--- src/rtl/pipe_stage_reg.sv ---
// pipe_stage_reg: valid/ready pipeline register with flush, optional two-entry skid buffer and stall counter
module pipe_stage_reg #(
    parameter int CTRL_W = 16,
    parameter int DATA_W = 160,
    parameter int SKID   = 0,
    parameter int CNT_W  = 16
) (
    input  logic              clk,
    input  logic              rst_n,
    input  logic              flush,
    input  logic              in_valid,
    output logic              in_ready,
    input  logic [CTRL_W-1:0] in_ctrl,
    input  logic [DATA_W-1:0] in_data,
    output logic              out_valid,
    input  logic              out_ready,
    output logic [CTRL_W-1:0] out_ctrl,
    output logic [DATA_W-1:0] out_data,
    output logic [CNT_W-1:0]  stall_cnt
);
    localparam logic [1:0] EMPTY = 2'd0;
    localparam logic [1:0] ONE   = 2'd1;
    localparam logic [1:0] FULL  = 2'd2;
    logic [1:0]        state_q, state_d;
    logic [CTRL_W-1:0] main_ctrl_q, main_ctrl_d, skid_ctrl_q, skid_ctrl_d;
    logic [DATA_W-1:0] main_data_q, main_data_d, skid_data_q, skid_data_d;
    logic              in_ready_q, in_ready_d;
    logic [CNT_W-1:0]  stall_cnt_q, stall_cnt_d;
    logic              acc, pop;
    assign out_valid = state_q != EMPTY;
    assign in_ready  = (SKID != 0) ? in_ready_q : (rst_n && (out_ready || !out_valid));
    assign acc       = in_valid && in_ready;
    assign pop       = out_valid && out_ready;
    assign out_ctrl  = out_valid ? main_ctrl_q : '0;
    assign out_data  = main_data_q;
    assign stall_cnt = stall_cnt_q;
    // Without a skid entry, accepting while ONE implies a pop, so FULL is unreachable.
    always_comb begin
        state_d     = state_q;
        main_ctrl_d = main_ctrl_q;
        main_data_d = main_data_q;
        skid_ctrl_d = skid_ctrl_q;
        skid_data_d = skid_data_q;
        case (state_q)
            EMPTY: if (acc) begin
                state_d     = ONE;
                main_ctrl_d = in_ctrl;
                main_data_d = in_data;
            end
            ONE: if (acc && pop) begin
                main_ctrl_d = in_ctrl;
                main_data_d = in_data;
            end else if (acc) begin
                state_d     = FULL;
                skid_ctrl_d = in_ctrl;
                skid_data_d = in_data;
            end else if (pop) begin
                state_d = EMPTY;
            end
            FULL: if (pop) begin
                state_d     = ONE;
                main_ctrl_d = skid_ctrl_q;
                main_data_d = skid_data_q;
                skid_ctrl_d = '0;
                skid_data_d = '0;
            end
            default: state_d = EMPTY;
        endcase
        if (flush) begin
            state_d     = EMPTY;
            main_ctrl_d = '0;
            skid_ctrl_d = '0;
        end
        in_ready_d  = state_d != FULL;
        stall_cnt_d = (out_valid && !out_ready && stall_cnt_q != '1) ? stall_cnt_q + CNT_W'(1) : stall_cnt_q;
    end
    always_ff @(posedge clk or negedge rst_n) begin
        if (!rst_n) begin
            state_q     <= EMPTY;
            main_ctrl_q <= '0;
            main_data_q <= '0;
            skid_ctrl_q <= '0;
            skid_data_q <= '0;
            in_ready_q  <= 1'b0;
            stall_cnt_q <= '0;
        end else begin
            state_q     <= state_d;
            main_ctrl_q <= main_ctrl_d;
            main_data_q <= main_data_d;
            skid_ctrl_q <= skid_ctrl_d;
            skid_data_q <= skid_data_d;
            in_ready_q  <= in_ready_d;
            stall_cnt_q <= stall_cnt_d;
        end
    end
endmodule

--- config.mk ---
export PLATFORM = sky130hd
export DESIGN_NAME = pipe_stage_reg
export DESIGN_NICKNAME = d
export VERILOG_FILES = /design/src/rtl/pipe_stage_reg.sv
export SDC_FILE = /design/constraint.sdc
export NUM_CORES = 1
export LEC_CHECK = 0
export ABC_AREA = 1
export CORE_ASPECT_RATIO = 1.25
export CORE_MARGIN = 5
export CORE_UTILIZATION = 43
export CTS_CLUSTER_DIAMETER = 80
export DETAILED_ROUTE_END_ITERATION = 7
export PLACE_DENSITY = 0.75
export SLEW_MARGIN = 40
export SYNTH_ARGS = -nofsm -noshare
export SYNTH_HDL_FRONTEND = slang
export SYNTH_SLANG_ARGS = --single-unit
--- constraint.sdc ---
create_clock -name clk -period 2.16 [get_ports clk]
set_clock_uncertainty 0.1 [all_clocks]
set_input_delay 0.54 -clock clk [delete_from_list [all_inputs] [get_ports clk]]
set_output_delay 0.54 -clock clk [all_outputs]
set_load 0.1 [all_outputs]
; After elaboration in Yosys (flattened, before gate mapping)
; Cells that the tools add are included.
[word_totals]
wordCells = 65
out_inout_bits = 194
reg_bits = 370
input_bits = 181
[op_classes]
add_sub_neg = 1
eq_ne = 14
muxes = 24
reduce_logical = 20
[ops]
columns = op, count
row1 = $mux 160, 5
row2 = $pmux 160 s3, 1
row3 = $pmux 160 s2, 1
row4 = $mux 16, 8
row5 = $pmux 16 s3, 1
row6 = $pmux 16 s2, 1
row7 = $reduce_and 4->1, 5
row8 = $add 16x1->16 const B, 1
row9 = $ne 16x16->1 const B, 1
row10 = $ne 3x3->1 const B, 5
row11 = $mux 2, 6
row12 = $ne 2x2->1 const B, 5
row13 = $logic_and 1x1->1, 6
row14 = $pmux 2 s3, 1
row15 = $reduce_bool 3->1, 2
row16 = $ne 4x4->1 const B, 1
row17 = $reduce_bool 2->1, 2
row18 = $reduce_bool 4->1, 1
row19 = $eq 2x1->1 const B, 1
row20 = $eq 2x2->1 const B, 1
row21 = $logic_not 1->1, 2
row22 = $logic_not 2->1, 1
row23 = $logic_or 1x1->1, 1

; Logic depth before layout (Yosys ltp)
[logic_depth]
depth_word = 9
ltp_mapped = 12
mapped_depth_nobuf = 10

; Least setup slack after synthesis
; No wires, ideal clock.
[synth_path]
kind = reg2out
from = reg state_q[0]
to = out in_ready
required_time_ns = 1.520
n_path_buf = 0
arrival_ns = 2.383
path_stages_with_launch = 7
setup_slack_ns = -0.863
cell_sequence = dfrtp_1 inv_1 ha_1 inv_2 nand2_1 inv_1 nor2_1
[synth_via]
elab_chain_cells = 4
[synth_lines]
columns = element, line_no
row1 = "start, declared", 24  ; logic [1:0] state_q, state_d;
row2 = "start signal, assigned", 87  ; state_q <= state_d;
row3 = $reduce_bool 2->1, 30  ; assign out_valid = state_q != EMPTY;
row4 = via out_valid, 15  ; output logic out_valid,
row5 = $logic_not 1->1, 31  ; assign in_ready = (SKID != 0) ? in_ready_q : (rst_n && (out_ready || !out_valid));
row6 = $logic_or 1x1->1, 31
row7 = $logic_and 1x1->1, 31
row8 = "end, declared", 12  ; output logic in_ready,
; The timed path passes the listed nets, and every way through them passes these cells.

; Final worst setup path
[layout_path]
from = reg state_q[0]
to = out out_ctrl[0]
[layout_via]
elab_chain_cells = 2
[layout_lines]
columns = element, line_no
row1 = $reduce_bool 2->1, 30
row2 = $mux 16, 34  ; assign out_ctrl = out_valid ? main_ctrl_q : '0;
row3 = "end, declared", 17  ; output logic [CTRL_W-1:0] out_ctrl,
; No other way between the ends.

==> run_results.csv <==
group,metric,value,unit
synth,synth-seq-cells,370,
placed_design,dp_slack,-307,ps
sta,max_freq,436,MHz
global_route,grtUsageTotal,21.8,%
pwr,combPwrFrac,56.7,%
pwr,pwr-share-clk,15.9,%
cells_and_area,fin_nets,2490,
global_route,grt_pass1_vias,14600,
critical_path,crit_chain,"inv_2 -> ha_4 -> buf_12 -> nor2_4 -> buf_12",
cells_and_area,post_layout_nonfiller_instances,2825,
cells_and_area,ff_latch_area,9270,um^2
pwr,p_int,21.1,mW
floorplan,start_util,43.5,%
worst_hold_path,hp-class,"input port to asynchronous set/reset pin",
floorplan,die_h,230,um
sta,worstMarginPinSlew,720,ps
clock_tree,cts_buffers,38,
clock_tree,clockBufferDepth,3,
clock_tree,clock_latency,540,ps
detailed_routing,first_pass_iters,5,
pwr,finalPower,43.4,mW
clock_tree,clock_sinks,370,
critical_path,endpoint_kind,"primary output",
pwr,cellPowerDensity,1810,nW/um^2
sta,holdWs,43.7,ps
pwr,swShare,51.4,%
pwr,netSwitchingPower,22.3,mW
floorplan,rows,80,
global_route,grt_first_pass_wirelength,76.1,mm
cells_and_area,post-route-util,62.5,%
synth,yosysUniqueCellTypes,29,
clock_tree,cts_tree,"built",
pwr,vdd_drop_max,1.45,mV
global_route,grt_max_degree,149,
pwr,p_leak,11.5,nW
cells_and_area,fill_cells,3061,
critical_path,crit_top_cell,"buf_12",
clock_tree,clk_pin_slew,70,ps
placed_design,dp.cells,2712,
placed_design,port_buffers,374,
synth,syn_inst,1894,
critical_path,worstPathMaxFanout,16,
global_route,antenna_found_initial,3,
cells_and_area,multi_input_area,6860,um^2
critical_path,timing.setup.critical_path_class,"flip-flop to primary output",
synth,ys_seq_area_share,55.6,%
critical_path,critPathLaunchType,"flip-flop",
sta,hold_violations,0,
clock_tree,cts.htree.levels,2,
sta,setup_viol,18,
placed_design,dpl_cell_area,21500,um^2
critical_path,worstPathRequired,1520,ps
floorplan,die_area,42800,um^2
pwr,seqPwrFrac,27.4,%
synth,syn_area_per_cell,8.79,um^2
sta,fin_crit,2290,ps
global_route,grt.overflow.total,0,
outcome,failed_checks,"negative setup slack",
floorplan,core,38200,um^2
outcome,status,"complete, but fails checks",
cells_and_area,drive_gt1_share,20.6,%
detailed_routing,drtIter0Drc,1077,
placed_design,routabilityCongestion,0.879,
detailed_routing,ant_nets,0,
cells_and_area,area_delta_synth_final,43.6,%
sta,rsz0062_at_grt,"true",
flow_run,maxCapViolCount,0,
detailed_routing,wl,52.0,mm
synth,synth_warnings,0,
sta,post-route-period-util,106,%
critical_path,arrival,1650,ps
synth,synth_area,16600,um^2
sta,setup_ws,-135,ps
synth,synth_nets,2080,
floorplan,dieWidth,186,um
cells_and_area,postLayoutCellArea,23900,um^2
critical_path,cpMaxStageDelayCell,"dfrtp_1",
detailed_routing,viasPerCell,5.28,
clock_tree,root_buffer,"clkbuf_16",
sta,fin_setup_tns,-2090,ps
detailed_routing,routed-via-count,14900,
detailed_routing,drc,0,
detailed_routing,wl_per_cell,18.4,um
critical_path,cp_slowest_stage_delay,370,ps
placed_design,post-dp-hpwl,33.0,mm
sta,drv_slew,0,
sta,max-slew-margin-rel,52.0,%
floorplan,io_pins,375,
-- cell type report --
type	instances	area share [%]
diodes	3	0.0314
clock buffers	58	4.84
clock inverters	8	0.623
inverters	71	1.15
multi-input cells	1329	28.7
flip-flops and latches	370	38.8
well taps	492	2.58
repair buffers	494	23.3
-- power groups by stage --
stage	sequential [mW]	combinational, mW	clock [mW]
2_1_floorplan	21.9	5.98	0
3_3_place_gp	11.7	21.9	0
3_5_place_dp	11.8	22.3	0
4_1_cts	11.8	22.5	7.03
5_1_grt	12.2	25.8	7.35
6_report	11.9	24.6	6.89
-- path summary, 6_finish.rpt --
check                                 start               end  slack (ps)  depth (start not counted)
max                              state_q[0]       out_ctrl[0]        -130                          5
min                                   rst_n  skid_data_q[130]          40                          2
max reg2reg                      state_q[0]    skid_data_q[4]          20                         11
min reg2reg                skid_data_q[127]  skid_data_q[127]         370                          2
max in group asynchronous             rst_n      out_data[92]         290                          5
min in group clk           skid_data_q[127]  skid_data_q[127]         370                          2
-- cell usage after synthesis --
cell type,n,share of area [%]
nand3_2,1,0.060
buf_2,53,1.6
buf_4,16,0.72
nand3b_1,1,0.045
a31o_2,2,0.11
nor2_4,2,0.14
a21oi_1,51,1.5
nand2_1,696,16
nand2_2,4,0.15
xor2_1,1,0.053
inv_1,67,1.5
dfrtp_1,370,56
nand4_1,23,0.86
mux2i_1,125,7.5
o21ai_2,1,0.053
ha_1,5,0.38
inv_2,4,0.090
nor2_1,89,2.0
nor2_2,1,0.038
o21ai_0,22,0.66
buf_1,3,0.068
nor3_1,1,0.030
buf_6,12,0.81
or2_2,1,0.038
xnor2_1,7,0.37
nand3_4,1,0.11
nand3_1,135,4.1
o21ai_1,160,4.8
clkbuf_1,40,0.90
-- kinds of logic (layout without fill, tap and decap cells) --
family          after synthesis  count (layout)  synth area share, %
simple gates                955             955                 23.2
flops                       370             370                 55.6
compound gates              236             236                 7.16
buf+inv                     195             631                 5.70
mux                         125             125                 7.51
xor+xnor                      8               8                0.421
fa+ha+maj                     5               5                0.376
other cells                   0               3                    0
-- layout by cell type (no fill, tap or decap), types with 3 or more instances in the layout --
cell type / netlist / routed
nand2_1: 696 / 663
dfrtp_1: 370 / 361
buf_4: 16 / 196
clkdlybuf4s50_1: 0 / 179
o21ai_1: 160 / 137
nand3_1: 135 / 135
mux2i_1: 125 / 125
buf_12: 0 / 83
nor2_1: 89 / 71
inv_1: 67 / 64
a21oi_1: 51 / 50
clkbuf_16: 0 / 50
nand2_2: 4 / 27
o21ai_2: 1 / 26
nand4_1: 23 / 23
o21ai_0: 22 / 19
nor2_4: 2 / 19
buf_6: 12 / 15
clkbuf_8: 0 / 11
nand2_4: 0 / 9
dfrtp_2: 0 / 9
clkbuf_1: 40 / 8
xnor2_1: 7 / 7
buf_16: 0 / 5
inv_2: 4 / 4
bufinv_16: 0 / 4
buf_8: 0 / 4
diode_2: 0 / 3
inv_4: 0 / 3
ha_1: 5 / 3
-- worst max-delay path, delay by kind of cell (launching register included) --
kind / cells / cell delay [ps]
flops: 1 / 370
buf+inv: 3 / 410
simple gates: 1 / 150
fa+ha+maj: 1 / 180
-- registers in the layout, indices dropped and copies added, names as in the netlist --
name	cells
out_data	160
skid_data_q	160
main_ctrl_q	16
skid_ctrl_q	16
stall_cnt	16
state_q	2
-- per-layer routing --
metal  share of wire, %  wire length (um)  track usage [%]
met2                 52             26900             37.4
met5                  0                 0                0
met4                3.8              1980             8.13
met3                7.1              3670             5.14
met1                 37             19400             26.6
-- repair_timing --
action                                 CTS  global route
hold buffers                             1             0
gates resized for setup                 16           105
pin swaps                                3             5
endpoints found under the hold margin   15             0
buffers inserted                         7            18
gates cloned                             0            19
setup endpoints to repair              227           156
No activity file was read; power rests on OpenSTA's default activity.
